`config.mk`:
```
export PLATFORM = sky130hd
export DESIGN_NAME = axi_lite_slave_conn_buf
export DESIGN_NICKNAME = d
export VERILOG_FILES = /design/src/rtl/axi_lite_slave_conn_buf_pkg.sv /design/src/rtl/axi_lite_slave_conn_buf_chan_fifo.sv /design/src/rtl/axi_lite_slave_conn_buf.sv
export SDC_FILE = /design/constraint.sdc
export NUM_CORES = 1
export LEC_CHECK = 0
export ABC_AREA = 1
export CAP_MARGIN = 20
export CORE_ASPECT_RATIO = 2
export CORE_MARGIN = 4
export CORE_UTILIZATION = 38
export DETAILED_ROUTE_END_ITERATION = 16
export GPL_TIMING_DRIVEN = 0
export PLACE_DENSITY = 0.6
export SYNTH_ARGS = -nofsm -noshare
export SYNTH_HDL_FRONTEND = slang
export SYNTH_HIERARCHICAL = 1
export SYNTH_SLANG_ARGS = --single-unit
```
`constraint.sdc`:
```
create_clock -name clk_i -period 6.3 [get_ports clk_i]
set_clock_uncertainty 0.1 [all_clocks]
set_input_delay 1.26 -clock clk_i [delete_from_list [all_inputs] [get_ports clk_i]]
set_output_delay 1.26 -clock clk_i [all_outputs]
set_load 0.03 [all_outputs]
```
`src/rtl/axi_lite_slave_conn_buf_pkg.sv`:
```
// Shared AXI4-Lite request/response structs, buffer-mask bit positions and
// the saturating outstanding-counter update used by the connector.
package axi_lite_slave_conn_buf_pkg;

    localparam int unsigned AXIL_ADDR_W = 64;
    localparam int unsigned AXIL_DATA_W = 64;
    localparam int unsigned AXIL_STRB_W = AXIL_DATA_W / 8;

    localparam int unsigned BUF_AW = 0;
    localparam int unsigned BUF_W  = 1;
    localparam int unsigned BUF_B  = 2;
    localparam int unsigned BUF_AR = 3;
    localparam int unsigned BUF_R  = 4;

    typedef struct packed {
        logic [AXIL_ADDR_W-1:0] aw_addr;
        logic [2:0]             aw_prot;
        logic                   aw_valid;
        logic [AXIL_DATA_W-1:0] w_data;
        logic [AXIL_STRB_W-1:0] w_strb;
        logic                   w_valid;
        logic                   b_ready;
        logic [AXIL_ADDR_W-1:0] ar_addr;
        logic [2:0]             ar_prot;
        logic                   ar_valid;
        logic                   r_ready;
    } axi_lite_req_t;

    typedef struct packed {
        logic                   aw_ready;
        logic                   w_ready;
        logic [1:0]             b_resp;
        logic                   b_valid;
        logic                   ar_ready;
        logic [AXIL_DATA_W-1:0] r_data;
        logic [1:0]             r_resp;
        logic                   r_valid;
    } axi_lite_rsp_t;

    // A decrement at zero saturates; the caller flags it as an error.
    function automatic logic [7:0] cnt_next(input logic [7:0] cnt,
                                            input logic       inc,
                                            input logic       dec);
        logic [7:0] nxt;
        case ({inc, dec})
            2'b10:   nxt = cnt + 8'd1;
            2'b01:   nxt = (cnt != 8'd0) ? (cnt - 8'd1) : 8'd0;
            default: nxt = cnt;
        endcase
        return nxt;
    endfunction

endpackage

```
`src/rtl/axi_lite_slave_conn_buf_chan_fifo.sv`:
```
// Generic valid/ready FIFO without fall-through; ready and valid are held
// low while the synchronous reset is asserted.
module axi_lite_chan_fifo #(
    parameter int unsigned WIDTH = 8,
    parameter int unsigned DEPTH = 2
) (
    input  logic             clk_i,
    input  logic             rst_i,
    input  logic [WIDTH-1:0] in_data,
    input  logic             in_valid,
    output logic             in_ready,
    output logic [WIDTH-1:0] out_data,
    output logic             out_valid,
    input  logic             out_ready
);

    localparam int unsigned PTR_W = (DEPTH > 1) ? $clog2(DEPTH) : 1;
    localparam int unsigned CNT_W = $clog2(DEPTH) + 1;

    logic [WIDTH-1:0] mem_r [DEPTH];
    logic [PTR_W-1:0] wr_ptr_r;
    logic [PTR_W-1:0] rd_ptr_r;
    logic [CNT_W-1:0] count_r;
    logic             full_s;
    logic             empty_s;
    logic             push_s;
    logic             pop_s;

    assign full_s    = (count_r == CNT_W'(DEPTH));
    assign empty_s   = (count_r == CNT_W'(0));
    assign in_ready  = !full_s && !rst_i;
    assign out_valid = !empty_s && !rst_i;
    assign out_data  = rst_i ? {WIDTH{1'b0}} : mem_r[rd_ptr_r];
    assign push_s    = in_valid && in_ready;
    assign pop_s     = out_valid && out_ready;

    // Storage, pointers (natural power-of-two wrap) and occupancy count.
    always_ff @(posedge clk_i) begin
        if (rst_i) begin
            wr_ptr_r <= PTR_W'(0);
            rd_ptr_r <= PTR_W'(0);
            count_r  <= CNT_W'(0);
            for (int i = 0; i < int'(DEPTH); i++) begin
                mem_r[i] <= {WIDTH{1'b0}};
            end
        end else begin
            if (push_s) begin
                mem_r[wr_ptr_r] <= in_data;
                wr_ptr_r        <= wr_ptr_r + PTR_W'(1);
            end
            if (pop_s) begin
                rd_ptr_r <= rd_ptr_r + PTR_W'(1);
            end
            case ({push_s, pop_s})
                2'b10:   count_r <= count_r + CNT_W'(1);
                2'b01:   count_r <= count_r - CNT_W'(1);
                default: count_r <= count_r;
            endcase
        end
    end

endmodule

```
`src/rtl/axi_lite_slave_conn_buf.sv`:
```
// AXI4-Lite slave connector: flat s_axil ports to req/rsp structs with an
// optional FIFO per channel and outstanding-transaction throttling on AW/AR.
module axi_lite_slave_conn_buf
    import axi_lite_slave_conn_buf_pkg::*;
#(
    parameter int unsigned DATA_WIDTH = 64,
    parameter int unsigned ADDR_WIDTH = 64,
    parameter int unsigned STRB_WIDTH = DATA_WIDTH / 8,
    parameter logic [4:0]  BUF_MASK   = 5'b11111,
    parameter int unsigned FIFO_DEPTH = 2,
    parameter int unsigned MAX_WR_OUT = 4,
    parameter int unsigned MAX_RD_OUT = 4
) (
    input  logic                  clk_i,
    input  logic                  rst_i,
    input  logic [ADDR_WIDTH-1:0] s_axil_awaddr,
    input  logic [2:0]            s_axil_awprot,
    input  logic                  s_axil_awvalid,
    output logic                  s_axil_awready,
    input  logic [DATA_WIDTH-1:0] s_axil_wdata,
    input  logic [STRB_WIDTH-1:0] s_axil_wstrb,
    input  logic                  s_axil_wvalid,
    output logic                  s_axil_wready,
    output logic [1:0]            s_axil_bresp,
    output logic                  s_axil_bvalid,
    input  logic                  s_axil_bready,
    input  logic [ADDR_WIDTH-1:0] s_axil_araddr,
    input  logic [2:0]            s_axil_arprot,
    input  logic                  s_axil_arvalid,
    output logic                  s_axil_arready,
    output logic [DATA_WIDTH-1:0] s_axil_rdata,
    output logic [1:0]            s_axil_rresp,
    output logic                  s_axil_rvalid,
    input  logic                  s_axil_rready,
    output axi_lite_req_t         axi_lite_req_o,
    input  axi_lite_rsp_t         axi_lite_rsp_i,
    output logic [7:0]            wr_outstanding_o,
    output logic [7:0]            rd_outstanding_o,
    output logic                  resp_err_o
);

    localparam int unsigned AW_W = ADDR_WIDTH + 3;
    localparam int unsigned W_W  = DATA_WIDTH + STRB_WIDTH;
    localparam int unsigned B_W  = 2;
    localparam int unsigned R_W  = DATA_WIDTH + 2;

    logic [7:0] wr_cnt_r;
    logic [7:0] rd_cnt_r;
    logic       resp_err_r;
    logic       aw_block_s;
    logic       ar_block_s;

    logic [AW_W-1:0] aw_in_data_s,  aw_out_data_s;
    logic            aw_in_valid_s, aw_in_ready_s, aw_out_valid_s;
    logic [W_W-1:0]  w_in_data_s,   w_out_data_s;
    logic            w_in_ready_s,  w_out_valid_s;
    logic [B_W-1:0]  b_out_data_s;
    logic            b_in_ready_s,  b_out_valid_s;
    logic [AW_W-1:0] ar_in_data_s,  ar_out_data_s;
    logic            ar_in_valid_s, ar_in_ready_s, ar_out_valid_s;
    logic [R_W-1:0]  r_in_data_s,   r_out_data_s;
    logic            r_in_ready_s,  r_out_valid_s;

    logic aw_hs_s, b_hs_s, ar_hs_s, r_hs_s;

    // Throttle looks at the registered count only.
    assign aw_block_s = (wr_cnt_r == 8'(MAX_WR_OUT));
    assign ar_block_s = (rd_cnt_r == 8'(MAX_RD_OUT));

    assign aw_in_data_s  = {s_axil_awaddr, s_axil_awprot};
    assign aw_in_valid_s = s_axil_awvalid && !aw_block_s;
    assign w_in_data_s   = {s_axil_wdata, s_axil_wstrb};
    assign ar_in_data_s  = {s_axil_araddr, s_axil_arprot};
    assign ar_in_valid_s = s_axil_arvalid && !ar_block_s;
    assign r_in_data_s   = {DATA_WIDTH'(axi_lite_rsp_i.r_data), axi_lite_rsp_i.r_resp};

    assign s_axil_awready = aw_in_ready_s && !aw_block_s;
    assign s_axil_wready  = w_in_ready_s;
    assign s_axil_bresp   = b_out_data_s;
    assign s_axil_bvalid  = b_out_valid_s;
    assign s_axil_arready = ar_in_ready_s && !ar_block_s;
    assign s_axil_rdata   = r_out_data_s[R_W-1:2];
    assign s_axil_rresp   = r_out_data_s[1:0];
    assign s_axil_rvalid  = r_out_valid_s;

    generate
        if (BUF_MASK[BUF_AW]) begin : g_aw_buf
            axi_lite_chan_fifo #(.WIDTH(AW_W), .DEPTH(FIFO_DEPTH)) u_aw_fifo (
                .clk_i(clk_i), .rst_i(rst_i),
                .in_data(aw_in_data_s), .in_valid(aw_in_valid_s), .in_ready(aw_in_ready_s),
                .out_data(aw_out_data_s), .out_valid(aw_out_valid_s),
                .out_ready(axi_lite_rsp_i.aw_ready));
        end else begin : g_aw_wire
            assign aw_out_data_s  = aw_in_data_s;
            assign aw_out_valid_s = aw_in_valid_s && !rst_i;
            assign aw_in_ready_s  = axi_lite_rsp_i.aw_ready && !rst_i;
        end

        if (BUF_MASK[BUF_W]) begin : g_w_buf
            axi_lite_chan_fifo #(.WIDTH(W_W), .DEPTH(FIFO_DEPTH)) u_w_fifo (
                .clk_i(clk_i), .rst_i(rst_i),
                .in_data(w_in_data_s), .in_valid(s_axil_wvalid), .in_ready(w_in_ready_s),
                .out_data(w_out_data_s), .out_valid(w_out_valid_s),
                .out_ready(axi_lite_rsp_i.w_ready));
        end else begin : g_w_wire
            assign w_out_data_s  = w_in_data_s;
            assign w_out_valid_s = s_axil_wvalid && !rst_i;
            assign w_in_ready_s  = axi_lite_rsp_i.w_ready && !rst_i;
        end

        if (BUF_MASK[BUF_B]) begin : g_b_buf
            axi_lite_chan_fifo #(.WIDTH(B_W), .DEPTH(FIFO_DEPTH)) u_b_fifo (
                .clk_i(clk_i), .rst_i(rst_i),
                .in_data(axi_lite_rsp_i.b_resp), .in_valid(axi_lite_rsp_i.b_valid),
                .in_ready(b_in_ready_s),
                .out_data(b_out_data_s), .out_valid(b_out_valid_s),
                .out_ready(s_axil_bready));
        end else begin : g_b_wire
            assign b_out_data_s  = axi_lite_rsp_i.b_resp;
            assign b_out_valid_s = axi_lite_rsp_i.b_valid && !rst_i;
            assign b_in_ready_s  = s_axil_bready && !rst_i;
        end

        if (BUF_MASK[BUF_AR]) begin : g_ar_buf
            axi_lite_chan_fifo #(.WIDTH(AW_W), .DEPTH(FIFO_DEPTH)) u_ar_fifo (
                .clk_i(clk_i), .rst_i(rst_i),
                .in_data(ar_in_data_s), .in_valid(ar_in_valid_s), .in_ready(ar_in_ready_s),
                .out_data(ar_out_data_s), .out_valid(ar_out_valid_s),
                .out_ready(axi_lite_rsp_i.ar_ready));
        end else begin : g_ar_wire
            assign ar_out_data_s  = ar_in_data_s;
            assign ar_out_valid_s = ar_in_valid_s && !rst_i;
            assign ar_in_ready_s  = axi_lite_rsp_i.ar_ready && !rst_i;
        end

        if (BUF_MASK[BUF_R]) begin : g_r_buf
            axi_lite_chan_fifo #(.WIDTH(R_W), .DEPTH(FIFO_DEPTH)) u_r_fifo (
                .clk_i(clk_i), .rst_i(rst_i),
                .in_data(r_in_data_s), .in_valid(axi_lite_rsp_i.r_valid),
                .in_ready(r_in_ready_s),
                .out_data(r_out_data_s), .out_valid(r_out_valid_s),
                .out_ready(s_axil_rready));
        end else begin : g_r_wire
            assign r_out_data_s  = r_in_data_s;
            assign r_out_valid_s = axi_lite_rsp_i.r_valid && !rst_i;
            assign r_in_ready_s  = s_axil_rready && !rst_i;
        end
    endgenerate

    assign aw_hs_s = s_axil_awvalid && s_axil_awready;
    assign b_hs_s  = s_axil_bvalid && s_axil_bready;
    assign ar_hs_s = s_axil_arvalid && s_axil_arready;
    assign r_hs_s  = s_axil_rvalid && s_axil_rready;

    // Outstanding counters, measured at the s_axil side.
    always_ff @(posedge clk_i) begin
        if (rst_i) begin
            wr_cnt_r <= 8'd0;
            rd_cnt_r <= 8'd0;
        end else begin
            wr_cnt_r <= cnt_next(wr_cnt_r, aw_hs_s, b_hs_s);
            rd_cnt_r <= cnt_next(rd_cnt_r, ar_hs_s, r_hs_s);
        end
    end

    // Sticky flag for a response delivered with nothing outstanding.
    always_ff @(posedge clk_i) begin
        if (rst_i) begin
            resp_err_r <= 1'b0;
        end else if ((b_hs_s && (wr_cnt_r == 8'd0)) || (r_hs_s && (rd_cnt_r == 8'd0))) begin
            resp_err_r <= 1'b1;
        end else begin
            resp_err_r <= resp_err_r;
        end
    end

    assign wr_outstanding_o = wr_cnt_r;
    assign rd_outstanding_o = rd_cnt_r;
    assign resp_err_o       = resp_err_r;

    // Map channel outputs onto the request struct.
    always_comb begin
        axi_lite_req_o          = '0;
        axi_lite_req_o.aw_addr  = AXIL_ADDR_W'(aw_out_data_s[AW_W-1:3]);
        axi_lite_req_o.aw_prot  = aw_out_data_s[2:0];
        axi_lite_req_o.aw_valid = aw_out_valid_s;
        axi_lite_req_o.w_data   = AXIL_DATA_W'(w_out_data_s[W_W-1:STRB_WIDTH]);
        axi_lite_req_o.w_strb   = AXIL_STRB_W'(w_out_data_s[STRB_WIDTH-1:0]);
        axi_lite_req_o.w_valid  = w_out_valid_s;
        axi_lite_req_o.b_ready  = b_in_ready_s;
        axi_lite_req_o.ar_addr  = AXIL_ADDR_W'(ar_out_data_s[AW_W-1:3]);
        axi_lite_req_o.ar_prot  = ar_out_data_s[2:0];
        axi_lite_req_o.ar_valid = ar_out_valid_s;
        axi_lite_req_o.r_ready  = r_in_ready_s;
    end

endmodule

```
==> metrics.yaml, run 1 <==
status:
  status: "finished clean"
timing:
  layout_min_cycle_time_ns: 5.51
  whs_ns: 0.393
  fmax_mhz: 182
  rsz0062_at_grt: "no"
  fin_crit_sh_pct: 87.4
  drv_slew: 0
  finalHoldViolations: 0
  setup_viol: 0
  worstMarginPinSlew_ns: 0.671
  slew_headroom_pct: 55.3
worst_setup_path:
  cp-end-kind: "primary output"
  crit_start: "rst_i"
  slowest_delay_ns: 0.74
  cpMostUsedCell: "clkdlybuf4s50_1"
  crit_buf_inv: 6
  cp.required_ns: 4.94
  path_class: "in2out"
  crit_fanout: 11
  regToRegStartpoint: "wr_outstanding_o[0]"
  slowest_stage: "clkdlybuf4s50_1"
  worst_path_dominant_cell_family: "buffers and inverters"
  worstPathCellList: "clkdlybuf4s50_1 > buf_16 > inv_1 > buf_2 > clkbuf_1 > o21ai_0 > nor2_1 > clkdlybuf4s50_1"
  crit_arrival_ns: 4.15
  crit_path_start_kind: "input pin"
global_routing:
  grt_pass1_wl_mm: 121
  grt_max_degree: 53
  grt_usage_pct: 20.6
  grt_overflow: 0
  grt_pass1_vias: 21100
  antenna_found_initial: 9
synthesis:
  yosysTopAreaCellShare_pct: 60.7
  ys_warn_count: 6
  synthFlopType: "edfxtp_1"
  ys_ff_latch: 590
  synthMuxAreaShare_pct: 0
  synth_compound_area_share_pct: 6.40
  synth_top_family_by_area: "simple AND/OR/NAND/NOR gates"
  synthXorXnorAreaFrac_pct: 0.161
  synth.area.top_cells: "edfxtp_1 61%, nor2_1 15%, o21ai_0 5.4%, inv_1 5.0%, dfxtp_1 3.1%"
  synth-adder-area-share_pct: 0.600
  async_flop_share_pct: 0
  synth.most_common_cell: "nor2_1"
  synthTopCellsByCount: "1,095 x nor2_1, 548 x edfxtp_1, 358 x inv_1"
  syn_area_sq_um: 27100
  yosysTopAreaCell: "edfxtp_1"
  synth_edf_count: 548
  syn-num-nets: 3115
  syn_inst: 2816
  yosysSeqAreaShare_pct: 63.8
  synth_cell_type_count: 35
  postSynthAreaPerCell_sq_um: 9.63
  yosys.area_share.simple_pct: 20.4
cts:
  clkTransAtPathRegs_ns: 0.07
  htree_levels: 2
  root_buffer: "clkbuf_16"
  cts_resized: 0
  cts_setup_buffers: 0
  cts_made_buffers: 53
  cts_sinks: 590
  clk_latency_ns: 0.61
  cts_hold_buffers: 0
  cts_tree: "yes"
  clock_path_buffers: 3
drt:
  drc_errors: 0
  postRouteWirelength_mm: 81.1
  vias: 20900
  drt_iter0_markers: 933
  antenna_left: 0
  drtPass1Iterations: 5
  wire_per_inst_um: 18.3
  vias_per_cell: 4.72
min_path:
  hp-class: "reg2reg"
  min-delay-start: "resp_err_o"
power:
  p_per_area_nw_per_um2: 271
  finalPower_mw: 9.80
  ir_drop_mv: 0.251
  p_leak_nw: 15.4
finish:
  fin_area_sq_um: 36200
  drive_gt1_share_pct: 8.38
  nets: 3765
  areaGrowthSynthToFinish_pct: 33.3
floorplan:
  core_area_sq_um: 70800
  ioPinCount: 587
  rows: 138
  dieArea_sq_um: 76000
  fp.dieW_um: 197
  initial_core_util_pct: 38.3
  die_height_um: 386
placement:
  io_buffers: 586
  dp_hpwl_mm: 60.5
  place_area_sq_um: 34400
  gp_congestion: 0.833
run:
  drv_cap: 0
==> logic make-up (layout without fill, tap and decap cells) <==
group,after synthesis,in the layout
simple gates,1347,1347
flops,590,590
buf+inv,527,1220
compound gates,334,334
fa+ha+maj,13,13
xor+xnor,5,5
other cells,0,6
==> metrics by stage <==
step,cells,TNS [ns],utilization (%),setup slack [ns]
after floorplan,2816,0,-,2.32
after global placement,4312,-62.71,48.2,-0.421
after detailed placement,4321,0,48.6,0.803
after CTS,4419,0,51.1,0.788
after global routing,4421,0,51.1,0.613
final,4425,0,51.1,0.792
==> sequential cells by signal (all words and copies together), names as in the netlist, 2 cells and up, named ones only <==
register / flops
wr_outstanding_o: 8
g_b_buf.u_b_fifo/mem_r: 4
g_r_buf.u_r_fifo/count_r: 2
g_aw_buf.u_aw_fifo/mem_r: 134
g_ar_buf.u_ar_fifo/mem_r: 134
g_r_buf.u_r_fifo/mem_r: 132
g_w_buf.u_w_fifo/mem_r: 144
rd_outstanding_o: 8
g_aw_buf.u_aw_fifo/count_r: 2
g_ar_buf.u_ar_fifo/count_r: 2
g_b_buf.u_b_fifo/count_r: 2
g_w_buf.u_w_fifo/count_r: 2
==> power by group <==
| part | switching, mW | internal (mW) | total (mW) | leakage (nW) |
|---|---|---|---|---|
| registers | 0.0842 | 4.59 | 4.68 | 6.08 |
| logic | 1.16 | 0.693 | 1.85 | 8.54 |
| clock network | 1.44 | 1.83 | 3.27 | 0.835 |
==> tightest hold or removal path, delay by kind of cell (launching register included) <==
family | cells | cell delay (ns)
flip-flops | 1 | 0.34
AO/OA/AOI/OAI | 1 | 0.09
buffers and inverters | 1 | 0.05
==> layer usage <==
metal	vias to the layer above	routed length, um	global-route usage, %
met2	694	41700	37.6
met1	9767	29300	22.3
met3	97	7980	7.24
met5	-	41	0
met4	6	2140	5.85
li1	10300	-	-
==> final timing paths <==
| path | slack (ns) | end | depth (start not counted) |
|---|---|---|---|
| worst max-delay path | 0.79 | s_axil_rdata[8] | 8 |
| worst min-delay path | 0.39 | resp_err_o | 2 |
| worst max register to register | 3.17 | g_aw_buf.u_aw_fifo/mem_r[0][47] | 10 |
| worst min register to register | 0.39 | resp_err_o | 2 |
==> layout make-up <==
class / count / area [sq um]
Tap cell: 910 / 1140
Timing Repair Buffer: 595 / 6100
Fill cell: 6607 / 34600
Antenna cell: 6 / 15.0
Multi-Input combinational cell: 1699 / 7530
Inverter: 370 / 1390
Sequential cell: 590 / 17300
Clock buffer: 70 / 1420
Buffer: 157 / 973
Clock inverter: 28 / 308
==> cell usage in the layout, fill, tap and decap left out, drive strengths merged, types with 13 or more instances in the layout <==
cell,n
nand3,44
nand4,22
dfxtp,42
buf,108
a21oi,29
clkinv,20
inv,370
clkdlybuf4s50,586
o21ai,299
nor2,1166
ha,13
clkbuf,128
nand2,114
edfxtp,548
Power figures use the tool's default switching activity.
==> run 2, diff against run 1 <==
--- a/config.mk
+++ b/config.mk
@@ -6,14 +6,17 @@
 export NUM_CORES = 1
 export LEC_CHECK = 0
 export ABC_AREA = 1
+export ABC_CLOCK_PERIOD_IN_PS = 6300
 export CAP_MARGIN = 20
 export CORE_ASPECT_RATIO = 2
 export CORE_MARGIN = 4
 export CORE_UTILIZATION = 38
 export DETAILED_ROUTE_END_ITERATION = 16
+export DONT_BUFFER_PORTS = 1
 export GPL_TIMING_DRIVEN = 0
-export PLACE_DENSITY = 0.6
+export PLACE_DENSITY = 0.49
 export SYNTH_ARGS = -nofsm -noshare
 export SYNTH_HDL_FRONTEND = slang
 export SYNTH_HIERARCHICAL = 1
 export SYNTH_SLANG_ARGS = --single-unit
+export TNS_END_PERCENT = 5
==> run 2 against run 1 <==
Against the previous run:
- clock power grew 6.1%
- fmax grew 30%
- utilization shrank 8.1 points
- total power shrank 2.9%
- critical path depth shrank 3
- die area is the same
- cell area shrank 16%
- global-route usage grew 0.35 points
- largest cell class unchanged
==> metrics.yaml, run 2 (synthesis gave the netlist of run 1 again) <==
status:
  status: "finished clean"
global_routing:
  antenna_found_initial: 19  # +10
  grt_pass1_wl_mm: 121  # +0.12%
  grt_pass1_vias: 19500  # -7.9%
  grt_usage_pct: 20.9  # +0.35 points
  grt_overflow: 0  # unchanged
  grt_max_degree: 51  # -3.8%
floorplan:
  dieArea_sq_um: 76000  # unchanged
  rows: 138  # unchanged
  ioPinCount: 587  # unchanged
  initial_core_util_pct: 38.3  # unchanged
  die_height_um: 386  # unchanged
  core_area_sq_um: 70800  # unchanged
  fp.dieW_um: 197  # unchanged
placement:
  post-place-cells: 3734  # -14%
  gp_congestion: 0.869  # +4.3%
  dp_hpwl_mm: 62.3  # +3.0%
  io_buffers: 0  # -100%
power:
  intPower_mw: 6.89  # -3.3%
  switching_power_mw: 2.64  # -1.8%
  clockPowerShare_pct: 36.5  # +3.1 points
  finalPower_mw: 9.52  # -2.9%
  p_per_area_nw_per_um2: 313  # +15%
  pwr-share-seq_pct: 49.5  # +1.8 points
  p_leak_nw: 13.3  # -14%
  p_sw_share_pct: 27.7  # +0.29 points
  ir_drop_mv: 0.347  # +38%
  comb_power_share_pct: 14.1  # -4.8 points
finish:
  seq_area_sq_um: 17300  # unchanged
  areaGrowthSynthToFinish_pct: 12.2
  largestRegisters: "g_w_buf.u_w_fifo/mem_r x144, g_ar_buf.u_ar_fifo/mem_r x134, g_aw_buf.u_aw_fifo/mem_r x134"
  drive_gt1_share_pct: 10.2  # +1.8 points
  layout_commonest_cell: "nor2_1"
  nets: 3179  # -16%
  layout.cells.non_filler: 3847  # -13%
  largest_reg_flops: 144  # unchanged
  multi_input_area_sq_um: 7530  # unchanged
  fillers: 6935  # +5.0%
  regMostFlops: "g_w_buf.u_w_fifo/mem_r"
  final_cell_mix: "1,095 x nor2_1, 548 x edfxtp_1, 358 x inv_1, 295 x o21ai_0, 100 x nand2_1"
cts:
  htree_levels: 2  # unchanged
  cts_resized: 0  # unchanged
  cts_hold_buffers: 0  # unchanged
  clkTransAtPathRegs_ns: 0.06  # about the same
  cts_made_buffers: 54  # +1.9%
  clock_path_buffers: 3  # unchanged
  cts_tree: "yes"
  clk_latency_ns: 0.60  # about the same
  root_buffer: "clkbuf_16"
  cts_setup_buffers: 0  # unchanged
  cts_sinks: 590  # unchanged
timing:
  fmax_mhz: 237  # +30%
  slew_headroom_pct: 35.0  # -20 points
  finalHoldViolations: 0  # unchanged
  worstMarginPinSlew_ns: 0.971  # +0.300 ns
  fin_crit_sh_pct: 67.1  # -20 points
  setup-tns-final_ns: 0  # unchanged
  setup_viol: 0  # unchanged
  rsz0062_at_grt: "no"
  layout_min_cycle_time_ns: 4.23  # -1.28 ns
  drv_slew: 0  # unchanged
min_path:
  min-delay-start: "g_b_buf.u_b_fifo/count_r[0]"
  hp-class: "reg2reg"
worst_setup_path:
  worst_path_dominant_cell_family: "buffers and inverters"
  cp-end-kind: "primary output"
  regToRegStartpoint: "rd_outstanding_o[0]"
  crit_start: "rst_i"
  path_class: "in2out"
  crit_buf_inv: 3  # -3
  slowest_delay_ns: 0.70  # -0.04 ns
  cp.required_ns: 4.94  # about the same
  crit_fanout: 16  # +5
  crit_arrival_ns: 2.87  # -1.28 ns
  crit_path_start_kind: "input pin"
  slowest_stage: "nor2_1"
  reg2reg_slack_ns: 2.77  # -0.40 ns
  worstPathCellList: "inv_2 > buf_2 > clkbuf_1 > o21ai_0 > nor2_1"
drt:
  wl_met1_mm: 28.7  # -2.1%
  drtPass1Iterations: 5  # unchanged
  postRouteWirelength_mm: 82.5  # +1.6%
  antenna_left: 0  # unchanged
  vias_per_cell: 4.99  # +5.7%
  vias: 19200  # -8.1%
  wire_per_inst_um: 21.4  # +17%
  drt_iter0_markers: 1064  # +14%
  met2_length_mm: 40.7  # -2.5%
  route.met3.wl_mm: 10.7  # +34%
  drc_errors: 0  # unchanged
  top_layer_used: "met5"
run:
  drv_cap: 0  # unchanged
==> run 2: cell count changes in the layout (fill, tap and decap cells not counted) <==
| cell | previous run | this run |
|---|---|---|
| clkbuf_8 | 3 | 6 |
| clkinv_8 | 2 | 0 |
| diode_2 | 6 | 12 |
| clkinv_4 | 0 | 1 |
| buf_12 | 2 | 1 |
| clkinvlp_4 | 2 | 1 |
| clkdlybuf4s50_1 | 586 | 0 |
| clkbuf_16 | 53 | 56 |
| bufinv_16 | 6 | 8 |
| clkbuf_1 | 71 | 68 |
==> run 2: stage by stage <==
step / util, % / worst slack [ns] / hold WS [ns] / area [sq um]
final: 43.0 / 2.07 / 0.415 / 30400
after floorplan: - / 2.32 / 0.366 / 27100
after global placement: 39.9 / 0.910 / 0.386 / 28300
after global routing: 43.0 / 1.92 / 0.478 / 30400
after CTS: 42.9 / 2.03 / 0.413 / 30400
after detailed placement: 40.3 / 2.04 / 0.396 / 28500
==> run 2: cell type report <==
| type | instances | share of cell area [%] |
|---|---|---|
| Multi-Input combinational cell | 1699 | 24.7 |
| Sequential cell | 590 | 56.8 |
| Timing Repair Buffer | 8 | 0.699 |
| Inverter | 370 | 4.56 |
| Buffer | 157 | 3.20 |
| Clock buffer | 73 | 5.01 |
| Clock inverter | 28 | 1.11 |
| Antenna cell | 12 | 0.0987 |
| Tap cell | 910 | 3.74 |
==> run 2: worst reg2reg max path: stages (launching register included) <==
cell and delay (ns):
dfxtp_1 0.66, inv_1 0.25, ha_1 0.30, nand3_1 0.08, or2_1 0.10, inv_1 0.09
nor2_1 0.33, nand3_2 0.22, buf_4 0.25, buf_6 0.18, nand2_4 0.31, buf_16 0.29
==> run 2: per-layer routing <==
metal  up-vias  GRT usage (%)
li1       9150              -
met1      9164           22.2
met2       737           36.3
met3       119           10.8
met4        12           6.13
met5         -              0
==> run 2: worst paths after layout <==
kind	endpoint	depth (start not counted)
setup reg to reg	g_ar_buf.u_ar_fifo/mem_r[0][10]	11
setup / recovery	axi_lite_req_o[185]	5
hold reg to reg	g_b_buf.u_b_fifo/count_r[0]	1
hold / removal	g_b_buf.u_b_fifo/count_r[0]	1
==> run 2: power by group through the flow <==
stage | Combinational (mW) | Sequential [mW] | Clock (mW)
5_1_grt | 1.47 | 4.73 | 3.73
4_1_cts | 1.36 | 4.71 | 3.58
6_report | 1.34 | 4.71 | 3.47
3_5_place_dp | 1.36 | 4.80 | 0
2_1_floorplan | 0.997 | 4.78 | 0
3_3_place_gp | 1.31 | 4.81 | 0
==> run 3, diff against run 2 <==
--- a/config.mk
+++ b/config.mk
@@ -6,7 +6,7 @@
 export NUM_CORES = 1
 export LEC_CHECK = 0
 export ABC_AREA = 1
-export ABC_CLOCK_PERIOD_IN_PS = 6300
+export ABC_CLOCK_PERIOD_IN_PS = 3600
 export CAP_MARGIN = 20
 export CORE_ASPECT_RATIO = 2
 export CORE_MARGIN = 4
@@ -14,7 +14,7 @@
 export DETAILED_ROUTE_END_ITERATION = 16
 export DONT_BUFFER_PORTS = 1
 export GPL_TIMING_DRIVEN = 0
-export PLACE_DENSITY = 0.49
+export PLACE_DENSITY = 0.51
 export SYNTH_ARGS = -nofsm -noshare
 export SYNTH_HDL_FRONTEND = slang
 export SYNTH_HIERARCHICAL = 1
==> constraint.sdc (replaced) <==
create_clock -name clk_i -period 3.6 [get_ports clk_i]
set_clock_uncertainty 0.1 [all_clocks]
set_input_delay 0.72 -clock clk_i [delete_from_list [all_inputs] [get_ports clk_i]]
set_output_delay 0.72 -clock clk_i [all_outputs]
set_load 0.03 [all_outputs]
==> run 3 against run 2 <==
Against the previous run:
- register-to-register slack got worse by 2.6 ns
- sequential share of layout area decreased by 0.057 points
- cell area grew 0.11%
- utilization about the same
- critical endpoint is now axi_lite_req_o[181]
==> metrics.yaml, run 3 (synthesis gave the netlist of run 1 again) <==
status:
  status: "finished clean"
worst_setup_path:
  crit_arrival_ns: 2.68  # -0.19 ns
  worstPathCellList: "buf_2 > inv_1 > buf_4 > buf_4 > nor2_1 > nor2_1"
  worst_path_dominant_cell_family: "buffers and inverters"
  crit_path_start_kind: "flip-flop"
  cp-end-kind: "primary output"
  slowest_stage: "nor2_1"
  crit_buf_inv: 4  # +1
  slowest_delay_ns: 0.73  # +0.03 ns
  crit_fanout: 10  # -6
  path_class: "reg2out"
  cp.required_ns: 2.78  # -2.16 ns
timing:
  setup_viol: 0  # unchanged
  setup-tns-final_ns: 0  # unchanged
  worst_slack_ns: 0.104  # -1.97 ns
  worstMarginPinSlew_ns: 0.945  # -0.0260 ns
  finalHoldViolations: 0  # unchanged
  fin_crit_sh_pct: 97.1
  drv_slew: 0  # unchanged
  fmax_mhz: 286
  slew_headroom_pct: 36.8  # +1.7 points
  layout_min_cycle_time_ns: 3.50
finish:
  regMostFlops: "g_w_buf.u_w_fifo/mem_r"
  layout_commonest_cell: "nor2_1"
  areaGrowthSynthToFinish_pct: 12.3
  largest_reg_flops: 144  # unchanged
  layout.cells.non_filler: 3842  # -0.13%
  largestRegisters: "g_w_buf.u_w_fifo/mem_r x144, g_ar_buf.u_ar_fifo/mem_r x134, g_aw_buf.u_aw_fifo/mem_r x134"
  drive_gt1_share_pct: 11.2  # +0.99 points
  finish.utilization_pct: 43.0  # +0.046 points
  final_cell_mix: "1,075 x nor2_1, 548 x edfxtp_1, 358 x inv_1, 295 x o21ai_0, 100 x nand2_1"
  seq_area_sq_um: 17300  # about the same
  multi_input_area_sq_um: 7590  # +0.78%
  fillers: 6872  # -0.91%
  nets: 3180  # +0.031%
  fin_area_sq_um: 30500  # +0.11%
power:
  switching_power_mw: 4.70  # +78%
  ir_drop_mv: 0.412  # +19%
  clockPowerShare_pct: 36.4  # about the same
  intPower_mw: 12.0  # +74%
  p_sw_share_pct: 28.2  # +0.48 points
  comb_power_share_pct: 14.2  # about the same
  p_per_area_nw_per_um2: 548  # +75%
  p_leak_nw: 13.3  # about the same
  pwr-share-seq_pct: 49.4  # about the same
floorplan:
  rows: 138  # unchanged
  fp.dieW_um: 197  # unchanged
  core_area_sq_um: 70800  # unchanged
  dieArea_sq_um: 76000  # unchanged
  initial_core_util_pct: 38.3  # unchanged
  die_height_um: 386  # unchanged
  ioPinCount: 587  # unchanged
global_routing:
  grt_overflow: 0  # unchanged
  grt_max_degree: 55  # +7.8%
  antenna_found_initial: 12  # -7
  grt_usage_pct: 21.4  # +0.44 points
  grt_pass1_wl_mm: 123  # +1.2%
  grt_pass1_vias: 19900  # +2.3%
min_path:
  hp-class: "in2reg"
drt:
  postRouteWirelength_mm: 84.6  # +2.6%
  drtPass1Iterations: 5  # unchanged
  wire_per_inst_um: 22.0  # +2.8%
  antenna_left: 0  # unchanged
  vias_per_cell: 5.02  # +0.60%
  drt_iter0_markers: 938  # -12%
  vias: 19300  # +0.47%
  drc_errors: 0  # unchanged
cts:
  cts_hold_buffers: 0  # unchanged
  clkTransAtPathRegs_ns: 0.07  # about the same
  clock_path_buffers: 3  # unchanged
  htree_levels: 2  # unchanged
  root_buffer: "clkbuf_16"
  cts_tree: "yes"
  cts_sinks: 590  # unchanged
  cts_setup_buffers: 0  # unchanged
  cts_made_buffers: 55  # +1.9%
  cts_resized: 8  # +8
  clk_latency_ns: 0.61  # about the same
placement:
  gp_congestion: 0.881  # +1.4%
  dp_slack_ns: -0.0103  # -2.05 ns
  dp_hpwl_mm: 64.9  # +4.1%
  io_buffers: 0  # unchanged
  post-place-cells: 3734  # unchanged
  place_area_sq_um: 28500  # about the same
run:
  drv_cap: 0  # unchanged
==> run 3: cell types whose count changed in the layout (fill, tap and decap cells not counted), moves of 2 or more <==
| cell | before | now |
|---|---|---|
| clkbuf_8 | 6 | 4 |
| clkinvlp_4 | 1 | 3 |
| diode_2 | 12 | 7 |
| buf_12 | 1 | 3 |
| buf_16 | 7 | 5 |
| clkinv_1 | 12 | 9 |
| nor2_1 | 1095 | 1075 |
| nor2_2 | 55 | 75 |
| clkinv_2 | 6 | 12 |
| clkbuf_1 | 68 | 63 |
==> run 3: final cells by class <==
| class | count | area share, % |
|---|---|---|
| clock inverter | 34 | 1.17 |
| buffer | 157 | 3.20 |
| inverter | 370 | 4.56 |
| sequential | 590 | 56.8 |
| timing repair buffer | 8 | 0.649 |
| multi-input combinational | 1699 | 24.9 |
| tap | 910 | 3.74 |
| antenna | 7 | 0.0575 |
| clock buffer | 67 | 4.94 |
==> run 3: metal layers <==
metal	vias up	share of wire, %	global-route usage, %
met3	142	13	11.8
met2	746	51	39.0
met1	9233	32	19.8
met4	14	3.6	7.66
li1	9137	-	-
met5	-	0.10	0
==> run 3: final timing paths <==
kind	slack, ns	end	cells past startpoint	start
min	0.23	g_w_buf.u_w_fifo/mem_r[0][60]	2	s_axil_wdata[52]
min reg2reg	0.42	g_b_buf.u_b_fifo/count_r[0]	1	g_b_buf.u_b_fifo/count_r[0]
max	0.10	axi_lite_req_o[181]	6	flip-flop
max reg2reg	0.21	g_ar_buf.u_ar_fifo/mem_r[0][16]	11	rd_outstanding_o[1]
==> run 3: power by group through the flow <==
| stage | Clock (mW) | Combinational [mW] | Sequential (mW) |
|---|---|---|---|
| finish | 6.07 | 2.37 | 8.25 |
| global route | 6.50 | 2.59 | 8.29 |
| CTS | 6.27 | 2.40 | 8.25 |
| detailed placement | 0 | 2.39 | 8.40 |
| global placement | 0 | 2.31 | 8.42 |
| floorplan | 0 | 1.75 | 8.36 |
==> run 3: stage by stage <==
step | hold WS, ns | total power, mW
after floorplan | 0.366 | 10.1
after global placement | 0.385 | 10.7
after detailed placement | 0.396 | 10.8
after CTS | 0.180 | 16.9
after global routing | 0.196 | 17.4
final | 0.232 | 16.7
